<file path="src/rtl/disk_stream_ctrl.sv">
// Run sequencer around the disk point generator: issues consecutive indices k,
// buffers each (x, y) result in a small FIFO and streams it out tagged with k/last.
module disk_stream_ctrl #(
  parameter int FIFO_DEPTH = 4,
  parameter int K_WIDTH    = 32
) (
  input  logic               clk,
  input  logic               rst_n,
  input  logic               run_start,
  input  logic               run_abort,
  input  logic [K_WIDTH-1:0] k_start,
  input  logic [K_WIDTH-1:0] count,
  input  logic [1:0]         base_sel0,
  input  logic [1:0]         base_sel1,
  output logic               busy,
  output logic               run_done,
  output logic               disk_start,
  output logic [31:0]        disk_k,
  output logic [1:0]         disk_base_sel0,
  output logic [1:0]         disk_base_sel1,
  input  logic [31:0]        disk_result_x,
  input  logic [31:0]        disk_result_y,
  input  logic               disk_done,
  input  logic               disk_ready,
  output logic               m_valid,
  input  logic               m_ready,
  output logic [31:0]        m_x,
  output logic [31:0]        m_y,
  output logic [K_WIDTH-1:0] m_k,
  output logic               m_last
);

  localparam int AW = $clog2(FIFO_DEPTH);
  localparam logic [AW:0] DEPTH_C = (AW+1)'(FIFO_DEPTH);

  typedef enum logic [2:0] {S_IDLE, S_ISSUE, S_WAIT, S_DRAIN, S_ABORT} state_t;

  state_t             r_state, w_state_next;
  logic [K_WIDTH-1:0] r_k, r_remaining;
  logic [1:0]         r_sel0, r_sel1;
  logic               r_disk_start, r_run_done, r_armed;
  logic [AW-1:0]      r_wr_ptr, r_rd_ptr;
  logic [AW:0]        r_occ;

  logic [31:0]        r_mem_x [FIFO_DEPTH];
  logic [31:0]        r_mem_y [FIFO_DEPTH];
  logic [K_WIDTH-1:0] r_mem_k [FIFO_DEPTH];
  logic               r_mem_last [FIFO_DEPTH];

  logic w_accept, w_abort, w_issue, w_capture, w_pop, w_done_next;

  assign w_accept  = (r_state == S_IDLE) && run_start && !run_abort;
  assign w_abort   = run_abort && (r_state != S_IDLE) && (r_state != S_ABORT);
  assign w_issue   = (r_state == S_ISSUE) && !run_abort && disk_ready && (r_occ < DEPTH_C);
  // r_armed requires disk_done to have been low since the start, so a done level
  // left over from the previous operation is never captured twice.
  assign w_capture = (r_state == S_WAIT) && !run_abort && disk_done && r_armed;
  assign w_pop     = m_valid && m_ready;

  always_comb begin
    w_state_next = r_state;
    w_done_next  = 1'b0;
    case (r_state)
      S_IDLE:
        if (w_accept) w_state_next = (count == '0) ? S_DRAIN : S_ISSUE;
      S_ISSUE:
        if (w_abort) w_state_next = S_ABORT;
        else if (w_issue) w_state_next = S_WAIT;
      S_WAIT:
        if (w_abort) w_state_next = S_ABORT;
        else if (w_capture) w_state_next = (r_remaining == K_WIDTH'(1)) ? S_DRAIN : S_ISSUE;
      S_DRAIN:
        if (w_abort) w_state_next = S_ABORT;
        else if (r_occ == '0) begin
          w_state_next = S_IDLE;
          w_done_next  = 1'b1;
        end
      S_ABORT: begin
        w_state_next = S_IDLE;
        w_done_next  = 1'b1;
      end
      default: w_state_next = S_IDLE;
    endcase
  end

  always_ff @(posedge clk or negedge rst_n) begin
    if (!rst_n) begin
      r_state      <= S_IDLE;
      r_k          <= '0;
      r_remaining  <= '0;
      r_sel0       <= '0;
      r_sel1       <= '0;
      r_disk_start <= 1'b0;
      r_run_done   <= 1'b0;
      r_armed      <= 1'b0;
    end else begin
      r_state      <= w_state_next;
      r_disk_start <= w_issue;
      r_run_done   <= w_done_next;
      if (w_accept) begin
        r_k         <= k_start;
        r_remaining <= count;
        r_sel0      <= base_sel0;
        r_sel1      <= base_sel1;
      end else if (w_capture) begin
        r_k         <= r_k + K_WIDTH'(1);
        r_remaining <= r_remaining - K_WIDTH'(1);
      end
      if (w_issue) r_armed <= !disk_done;
      else if ((r_state == S_WAIT) && !disk_done) r_armed <= 1'b1;
    end
  end

  // Abort flushes by collapsing the read pointer onto the write pointer.
  always_ff @(posedge clk or negedge rst_n) begin
    if (!rst_n) begin
      r_wr_ptr <= '0;
      r_rd_ptr <= '0;
      r_occ    <= '0;
    end else if (w_abort) begin
      r_rd_ptr <= r_wr_ptr;
      r_occ    <= '0;
    end else begin
      if (w_capture) r_wr_ptr <= r_wr_ptr + AW'(1);
      if (w_pop) r_rd_ptr <= r_rd_ptr + AW'(1);
      case ({w_capture, w_pop})
        2'b10:   r_occ <= r_occ + (AW+1)'(1);
        2'b01:   r_occ <= r_occ - (AW+1)'(1);
        default: r_occ <= r_occ;
      endcase
    end
  end

  always_ff @(posedge clk) begin
    if (w_capture) begin
      r_mem_x[r_wr_ptr]    <= disk_result_x;
      r_mem_y[r_wr_ptr]    <= disk_result_y;
      r_mem_k[r_wr_ptr]    <= r_k;
      r_mem_last[r_wr_ptr] <= (r_remaining == K_WIDTH'(1));
    end
  end

  assign busy           = (r_state != S_IDLE);
  assign run_done       = r_run_done;
  assign disk_start     = r_disk_start;
  assign disk_k         = 32'(r_k);
  assign disk_base_sel0 = r_sel0;
  assign disk_base_sel1 = r_sel1;
  assign m_valid        = (r_occ != '0);
  // Head fields are gated so the stream outputs read zero whenever the FIFO is empty.
  assign m_x            = m_valid ? r_mem_x[r_rd_ptr] : '0;
  assign m_y            = m_valid ? r_mem_y[r_rd_ptr] : '0;
  assign m_k            = m_valid ? r_mem_k[r_rd_ptr] : '0;
  assign m_last         = m_valid ? r_mem_last[r_rd_ptr] : 1'b0;

endmodule

</file>
<file path="config.mk">
export PLATFORM = sky130hd
export DESIGN_NAME = disk_stream_ctrl
export DESIGN_NICKNAME = d
export VERILOG_FILES = /design/src/rtl/disk_stream_ctrl.sv
export SDC_FILE = /design/constraint.sdc
export NUM_CORES = 1
export LEC_CHECK = 0
export ABC_AREA = 1
export CAP_MARGIN = 30
export CORE_MARGIN = 2
export CORE_UTILIZATION = 60
export DETAILED_ROUTE_END_ITERATION = 10
export GPL_TIMING_DRIVEN = 0
export HOLD_SLACK_MARGIN = 0.06
export PLACE_DENSITY = 0.95
export REMOVE_ABC_BUFFERS = 1
export SLEW_MARGIN = 20
export SYNTH_ARGS = -nofsm -noshare
export SYNTH_HDL_FRONTEND = slang
export SYNTH_SLANG_ARGS = --single-unit
</file>
<file path="constraint.sdc">
create_clock -name clk -period 18.3 [get_ports clk]
set_clock_uncertainty 0.15 [all_clocks]
set_input_delay 1.83 -clock clk [delete_from_list [all_inputs] [get_ports clk]]
set_output_delay 1.83 -clock clk [all_outputs]
set_load 0.005 [all_outputs]
</file>
# After elaboration in Yosys (flattened, before gate mapping)
# Memory sizes are Yosys's and may differ from the RTL's.
# Cells that the tools add are included.
[word_totals]
ff_bits = 81
ram_bits = 388
output_inout_bits = 137
n_memories = 4
[classes]
addsub = 6
n_lt_le_gt_ge = 1
eq_ne = 12
mux = 29
n_bitwise = 1
reduce_logical = 25
[mem_list]
columns = ["name", "words", "width", "read_ports", "rd_ports_with_merged_regs", "wr", "line_no", "source"]
rows = [
  ["r_mem_k", 4, 32, 1, 0, 1, "47", "logic [K_WIDTH-1:0] r_mem_k [FIFO_DEPTH];"],
  ["r_mem_x", 4, 32, 1, 0, 1, "45", "logic [31:0] r_mem_x [FIFO_DEPTH];"],
  ["r_mem_y", 4, 32, 1, 0, 1, "46", "logic [31:0] r_mem_y [FIFO_DEPTH];"],
  ["r_mem_last", 4, 1, 1, 0, 1, "48", "logic r_mem_last [FIFO_DEPTH];"],
]
[ops]
columns = ["cell", "count"]
rows = [
  ["two-way mux 32 bit", 7],
  ["adder 32 x 1 -> 32 bit (second input constant)", 1],
  ["equality test 32 x 1 -> 1 bit (second input constant)", 1],
  ["zero test 32 bit", 1],
  ["subtractor 32 x 1 -> 32 bit (second input constant)", 1],
  ["two-way mux 3 bit", 8],
  ["logical AND 1 bit", 12],
  ["inequality test 3 bit (second input constant)", 4],
  ["case mux 3 bit (4 select lines)", 1],
  ["nonzero test 3 bit", 3],
  ["two-way mux 2 bit", 4],
  ["two-way mux 1 bit", 7],
  ["equality test 3 x 2 -> 1 bit (second input constant)", 2],
  ["zero test 3 bit", 2],
  ["case mux 3 bit (2 select lines)", 1],
  ["nonzero test 2 bit", 3],
  ["adder 2 x 1 -> 2 bit (second input constant)", 2],
  ["AND reduction 4 bit", 1],
  ["adder 3 x 1 -> 3 bit (second input constant)", 1],
  ["equality test 3 x 1 -> 1 bit (second input constant)", 1],
  ["equality test 3 bit (second input constant)", 1],
  ["< comparator 3 bit (second input constant)", 1],
  ["subtractor 3 x 1 -> 3 bit (second input constant)", 1],
  ["equality test 2 x 1 -> 1 bit (second input constant)", 1],
  ["6 further kinds", 7],
]

# Longest topological paths before layout
# Gate-level depths: netlist of the first run.
[logic_depth]
ltp_word = 7
mapped_depth = 11
depth_no_buf = 11

# Worst setup path after synthesis of the first run
# No wires, ideal clock.
[synth_timing]
path_kind = "input port to flip-flop"
from = "input port run_abort"
to = "memory r_mem_k[0][0] (enable)"
arrival_ns = 6.503
t_required_ns = 17.596
setup_slack_ns = 11.093
cell_stages = 5
n_path_buf = 2
path_cell_list = "inv_1 nand4_2 buf_2 buf_4 nor2_1"
[synth_via]
elab_chain_len = 6
[synth_lines]
columns = ["element", "line_no", "source"]
rows = [
  ["from (decl)", "10", "input logic run_abort,"],
  ["zero test 1 bit", "57", "assign w_capture = (r_state == S_WAIT) && !run_abort && disk_done && r_armed;"],
  ["logical AND 1 bit (3 in series)", "57", ""],
  ["two-way mux 1 bit", "135", "if (w_capture) begin"],
  ["two-way mux 1 bit (implied by the code)", "138", "r_mem_k[r_wr_ptr] <= r_k;"],
  ["to (decl)", "47", ""],
]
# No other way between the ends.

# Final worst setup path of the first run
[layout_timing]
from = "register r_rd_ptr[1]"
to = "output port m_x[29]"
[layout_via]
elab_chain_len = 2
[layout_lines]
columns = ["element", "line_no", "source"]
rows = [
  ["from (decl)", "42", "logic [AW-1:0] r_wr_ptr, r_rd_ptr;"],
  ["from (signal assigned)", "121", "r_rd_ptr <= r_wr_ptr;"],
  ["from (signal assigned)", "125", "if (w_pop) r_rd_ptr <= r_rd_ptr + AW'(1);"],
  ["memory (4 x 32 bit)", "-", ""],
  ["two-way mux 32 bit", "151", "assign m_x = m_valid ? r_mem_x[r_rd_ptr] : '0;"],
  ["to (decl)", "27", "output logic [31:0] m_x,"],
]
# No other way between the ends.

==> results_dict.tcl, run 1 <==
set metrics [dict create \
    status "complete, no violations" \
    track_usage 0.318 \
    cts_root_buf "clkbuf_16" \
    setup_viol 0 \
    setup-tns-final_ns 0 \
    worstMarginPinSlew_ns 0.902 \
    drtIter0Drc 1966 \
    criticalPathCategory "flop to output port" \
    cp.arrival_ns 3.48 \
    yosysMostFrequentCell "nor2_1" \
    nets 2444 \
    reg2reg_from "r_state[2]$_DFFE_PN0P_" \
    hold_ws_ns 0.331 \
    startpoint_type "flop" \
    ant_nets 0 \
    rsz0062_at_grt "false" \
    hold_violations 0 \
    yosys_register_bits 469 \
    post-cts-setup-buffers 0 \
    postCtsHoldBufs 0 \
    min_path_type "flop to flop" \
    cts.sinks 469 \
    numPortBuffers 275 \
    grt_pass1_vias 16300 \
    grt_use_met2 0.546 \
    grt_most_used_layer "met2" \
    dp.cells 2696 \
    ys_top_cells_by_count "564 x nor2_1, 388 x edfxtp_1, 300 x nand2_1" \
    yosys_most_used_dff "edfxtp_1" \
    dp_hpwl_um 35700 \
    cp-end-kind "output port" \
    grt_pass1_wl_um 88100 \
    wire_per_inst_um 20.9 \
    grtUsageMet1 0.394 \
    synth-edff-count 388 \
    min_period_ns 5.46 \
    clkLatencyLatePin_ns 0.56 \
    fin_crit_sh 0.299 \
    vias_per_cell 5.90 \
    wirelength_um 58300 \
    synth_top_area_frac 0.564 \
    async_flop_share 0.173 \
    placed_area_sq_mm 0.0242 \
    power_leakage_nw 9.30 \
    drc_errors 0 \
    crit_end "m_x[29]" \
    layout.cells.non_filler 2788 \
    synth_cell_type_count 41 \
    worst-path-max-fanout 57 \
    r2r_end "disk_k[25]$_DFFE_PN0P_" \
    numCtsBuffers 46 \
    dr.pass1.iters 6 \
    synth_area_sq_mm 0.0207 \
    clockBufferDepth 3 \
    cts_resized 0 \
    rows 67 \
    grt_max_degree 111 \
    cts_tree "yes" \
    max_freq_ghz 0.183 \
    synth.area.top_cells "edfxtp_1 56%, nor2_1 10%, dfrtp_1 9.8%, o21ai_0 5.5%, nand2_1 5.4%" \
    peakVddDrop_mv 0.0830 \
    die_area_sq_mm 0.0359 \
    netlist_instances 2045 \
    ff2ff_setup_slack_ns 14.51 \
    clkTransAtPathRegs_ns 0.06 \
    fin_area_sq_mm 0.0257 \
    synth_top_area_cell "edfxtp_1" \
    syn_to_final_growth_pct 24.2 \
    place_congestion 0.949 \
    cp.required_ns 16.32 \
    die_x_um 190 \
    startpoint "r_rd_ptr[1]$_DFFE_PN0P_" \
    powerDensity_mw_per_mm2 154 \
    yosysSeqAreaShare 0.662 \
    max_slew_margin 0.393 \
    io-pin-count 276 \
    cap_violations 0 \
    core-area_sq_mm 0.0337 \
    slew_violations 0 \
    overflow 0 \
    antenna_found_initial 9 \
    die_h_um 190 \
    met3_usage 0.0742 \
    num_vias 16400 \
    htreeDepth 2 \
    reg2regPathDepth 9 \
    synth.avg_cell_area_sq_um 10.1 \
    start_util 0.613 \
    drive_above_1_share 0.0532 \
    ys.warnings.count 0 \
    power.total_w 0.00395 \
]
metal layers:
metal  vias to the layer above  wire (um)  part of all wire
li1                       7432          -                 -
met4                         4       1970             0.034
met3                       157       6190              0.11
met2                      1073      29000              0.50
met1                      7778      21100              0.36
met5                         -         22           0.00038
how the worst min path moves through the flow:
stage / start / to / slack, ns / cells after the start
global placement: disk_base_sel1[1]$_DFFE_PN0P_ / disk_base_sel1[1]$_DFFE_PN0P_ / 0.31 / 2
CTS: disk_base_sel0[0]$_DFFE_PN0P_ / disk_base_sel0[0]$_DFFE_PN0P_ / 0.34 / 2
global route: disk_base_sel1[1]$_DFFE_PN0P_ / disk_base_sel1[1]$_DFFE_PN0P_ / 0.37 / 2
floorplan: disk_base_sel0[0]$_DFFE_PN0P_ / disk_base_sel0[0]$_DFFE_PN0P_ / 0.32 / 2
finish: disk_base_sel0[1]$_DFFE_PN0P_ / disk_base_sel0[1]$_DFFE_PN0P_ / 0.33 / 2
detailed placement: disk_base_sel0[1]$_DFFE_PN0P_ / disk_base_sel0[1]$_DFFE_PN0P_ / 0.32 / 2
registers in the layout, indices dropped and copies added, names as in the netlist:
| register | flops |
|---|---|
| disk_base_sel1 | 2 |
| r_wr_ptr | 2 |
| r_mem_x | 128 |
| r_mem_y | 128 |
| disk_k | 32 |
| r_rd_ptr | 2 |
| run_done | 1 |
| r_mem_last | 4 |
| r_remaining | 32 |
| r_mem_k | 128 |
| disk_base_sel0 | 2 |
| r_state | 3 |
| disk_start | 1 |
| r_armed | 1 |
| r_occ | 3 |
stage by stage:
step / util / setup WS, ns
5_1_grt: 0.761 / 12.78
3_3_place_gp: 0.698 / 5.82
6_report: 0.762 / 12.84
2_1_floorplan: - / 10.46
3_5_place_dp: 0.717 / 12.65
4_1_cts: 0.760 / 12.93
report_power, final:
part	total (W)	internal [W]	switching (W)	leakage (nW)
clock	0.000918	0.000521	0.000396	0.703
sequential	0.00146	0.00128	0.000181	4.48
combinational	0.00157	0.000687	0.000879	4.11
total	0.00395	0.00249	0.00146	9.30
cell usage in the layout, fill, tap and decap left out, types with 4 or more instances in the layout:
master             n
nand4_1            9
nand2_1          300
nand3b_1           5
nor2_2             5
o21ai_1           15
inv_1             99
clkinv_1           7
dfrtp_1           79
clkdlybuf4s50_1  274
ha_1               7
o211ai_1           7
clkbuf_16         47
nand3_1           60
diode_2            8
clkbuf_1          10
buf_12            12
nor2_1           560
o21bai_1           6
nor2_4             8
xnor2_1            5
a21oi_1          104
o21ai_0          228
clkinv_2           9
buf_16            14
xor2_1            22
edfxtp_1         388
o22ai_1            4
nor3_1            10
logic make-up (layout without fill, tap and decap cells):
family                   after synthesis  after routing  share of synthesized area
XOR/XNOR                              27             27                     0.0114
adder cells (fa/ha/maj)                8              8                    0.00521
AND/OR/NAND/NOR                      964            964                      0.185
AO/OA/AOI/OAI                        374            374                     0.0946
flip-flops                           469            469                      0.662
other                                  0              8                          0
buffers and inverters                203            490                     0.0414
layout make-up:
class | count | area (sq um)
Sequential cell | 469 | 13700
Clock buffer | 59 | 1240
Timing Repair Buffer | 301 | 3380
Inverter | 106 | 418
Clock inverter | 24 | 201
Fill cell | 1919 | 8040
Tap cell | 448 | 561
Multi-Input combinational cell | 1373 | 6160
Antenna cell | 8 | 20.0
critical path, stage by stage (launching register included):
cell,delay [ns]
dfrtp_4,0.82
buf_16,0.32
inv_6,0.21
buf_16,0.28
nor2_1,0.22
o21ai_0,0.14
a21oi_1,0.24
clkdlybuf4s50_1,0.54
No activity file was read; power rests on OpenSTA's default activity.
==> run 2: changes to the inputs <==
Settings changed: CORE_UTILIZATION 60 to 55, PLACE_DENSITY 0.95 to 0.9.
Clock period 18.3 ns to 5.6 ns, I/O delays scaled along.
==> run 2 against run 1 <==
Die area is 8.9% higher. Register-to-register slack worse by 13 ns. Hold slack better by 0.0038 ns. Non-clock buffer count is 2 higher. Via count is 1.3% lower.
==> results_dict.tcl, run 2 (synthesized netlist as in run 1, its figures left out) <==
set metrics [dict create \
    slew_violations 0 \
    max_slew_margin 0.335 \
    fin_util 0.703 \
    cp.required_ns 4.89 \
    dp_hpwl_um 36800 \
    num-fill-cells 2440 \
    overflow 0 \
    place_congestion 0.921 \
    whs_endpoint "disk_base_sel1[0]$_DFFE_PN0P_" \
    dr.pass1.iters 6 \
    drtIter0Drc 1634 \
    powerDensity_mw_per_mm2 504 \
    rsz0062_at_grt "false" \
    peakVddDrop_mv 0.381 \
    regArea_sq_mm 0.0137 \
    r2r_end "disk_k[14]$_DFFE_PN0P_" \
    cts.sinks 469 \
    grt_max_degree 141 \
    status "complete, no violations" \
    setup_viol 0 \
    num_vias 16200 \
    startpoint_type "flop" \
    min_path_type "flop to flop" \
    clkLatencyLatePin_ns 0.59 \
    reg_top3 "r_mem_k: 128 flops, r_mem_x: 128 flops, r_mem_y: 128 flops" \
    grt_pass1_wl_um 87100 \
    cp.arrival_ns 3.39 \
    reg2regPathDepth 9 \
    antenna_found_initial 4 \
    placed_area_sq_mm 0.0243 \
    cap_violations 0 \
    numCtsBuffers 49 \
    ff2ff_setup_slack_ns 1.70 \
    fin_crit_sh 0.733 \
    wire_per_inst_um 20.5 \
    drc_errors 0 \
    hold_violations 0 \
    numPortBuffers 275 \
    criticalPathCategory "flop to output port" \
    hold_start "disk_base_sel1[0]$_DFFE_PN0P_" \
    htreeDepth 2 \
    cts_resized 0 \
    die_area_sq_mm 0.0391 \
    grt_pass1_vias 16300 \
    fin_ws_ns 1.50 \
    max_freq_ghz 0.244 \
    reg2reg_from "r_state[2]$_DFFE_PN0P_" \
    power_leakage_nw 9.37 \
    dp_worst_setup_slack_ns 1.20 \
    track_usage 0.292 \
    core-area_sq_mm 0.0368 \
    cp-end-kind "output port" \
    start_util 0.562 \
    fin_area_sq_mm 0.0259 \
    clkTransAtPathRegs_ns 0.06 \
    final_common_cell "nor2_1" \
    worst_hold_path.num_cells 2 \
    worstMarginPinSlew_ns 0.994 \
    io-pin-count 276 \
    vias_per_cell 5.77 \
    cts_root_buf "clkbuf_16" \
    worst-path-max-fanout 72 \
    wirelength_um 57800 \
    cts_tree "yes" \
    die_x_um 198 \
    multi_input_area_sq_mm 0.00616 \
    clockBufferDepth 3 \
    drive_above_1_share 0.0551 \
    syn_to_final_growth_pct 25.2 \
    die_h_um 198 \
    nets 2449 \
    final_cell_mix "560 x nor2_1, 388 x edfxtp_1, 300 x nand2_1" \
    ant_nets 0 \
    min_period_ns 4.10 \
    rows 70 \
]
run 2: cell types whose count changed in the layout (fill, tap and decap cells not counted), sizes merged:
cell,previous run,this run
dlygate4sd3,0,1
diode,8,4
clkinv,17,16
clkbuf,59,67
clkinvlp,3,4
buf,27,28
run 2: power breakdown:
group          switching (W)  internal, W
Combinational        0.00280      0.00224
Clock                0.00132      0.00187
Sequential          0.000608      0.00419
run 2: worst max path at each step:
stage | to | startpoint | cells after the start | slack [ns]
3_5_place_dp | disk_k[14]$_DFFE_PN0P_ | run_abort | 10 | 1.20
3_3_place_gp | m_last | r_rd_ptr[0]$_DFFE_PN0P_ | 4 | -5.94
4_1_cts | m_x[23] | r_rd_ptr[0]$_DFFE_PN0P_ | 7 | 1.54
6_report | m_x[23] | r_rd_ptr[0]$_DFFE_PN0P_ | 7 | 1.50
2_1_floorplan | m_k[0] | r_rd_ptr[0]$_DFFE_PN0P_ | 3 | -0.97
5_1_grt | m_k[16] | r_rd_ptr[0]$_DFFE_PN0P_ | 7 | 1.39
run 2: timing repair:
item | CTS | global route
hold buffers | 1 | 0
hold endpoints to repair | 52 | 0
setup buffers | 0 | 0
run 2: worst max-delay path: stages, from the launching register on:
cell and delay, ns:
dfrtp_4 0.88, buf_16 0.34, buf_16 0.30, nor2_1 0.09
nor2_1 0.14, o21ai_0 0.16, a21oi_1 0.21, clkdlybuf4s50_1 0.54
run 2: through the flow:
stage / power, W / TNS [ns] / hold WS [ns] / cells
floorplan: 0.00716 / -221.68 / 0.114 / 1948
global placement: 0.00961 / -2333.32 / 0.305 / 2691
detailed placement: 0.00979 / 0 / 0.317 / 2718
global route: 0.0137 / 0 / 0.353 / 2813
CTS: 0.0130 / 0 / 0.339 / 2810
finish: 0.0130 / 0 / 0.334 / 2814
run 2: layout make-up:
cell class | instances | share of cell area
inverter | 106 | 0.0162
clock inverter | 24 | 0.00774
clock buffer | 67 | 0.0536
sequential | 469 | 0.529
antenna | 4 | 0.000387
multi-input combinational | 1373 | 0.238
tap | 468 | 0.0226
timing repair buffer | 303 | 0.132
run 2: per-layer routing:
| metal | global-route usage | share of wire | vias to the layer above | routed length [um] |
|---|---|---|---|---|
| li1 | - | - | 7445 | - |
| met1 | 0.354 | 0.37 | 7765 | 21300 |
| met2 | 0.506 | 0.50 | 840 | 28600 |
| met3 | 0.0671 | 0.097 | 171 | 5590 |
| met4 | 0.117 | 0.039 | 2 | 2270 |
| met5 | 0 | 0.00019 | - | 11 |
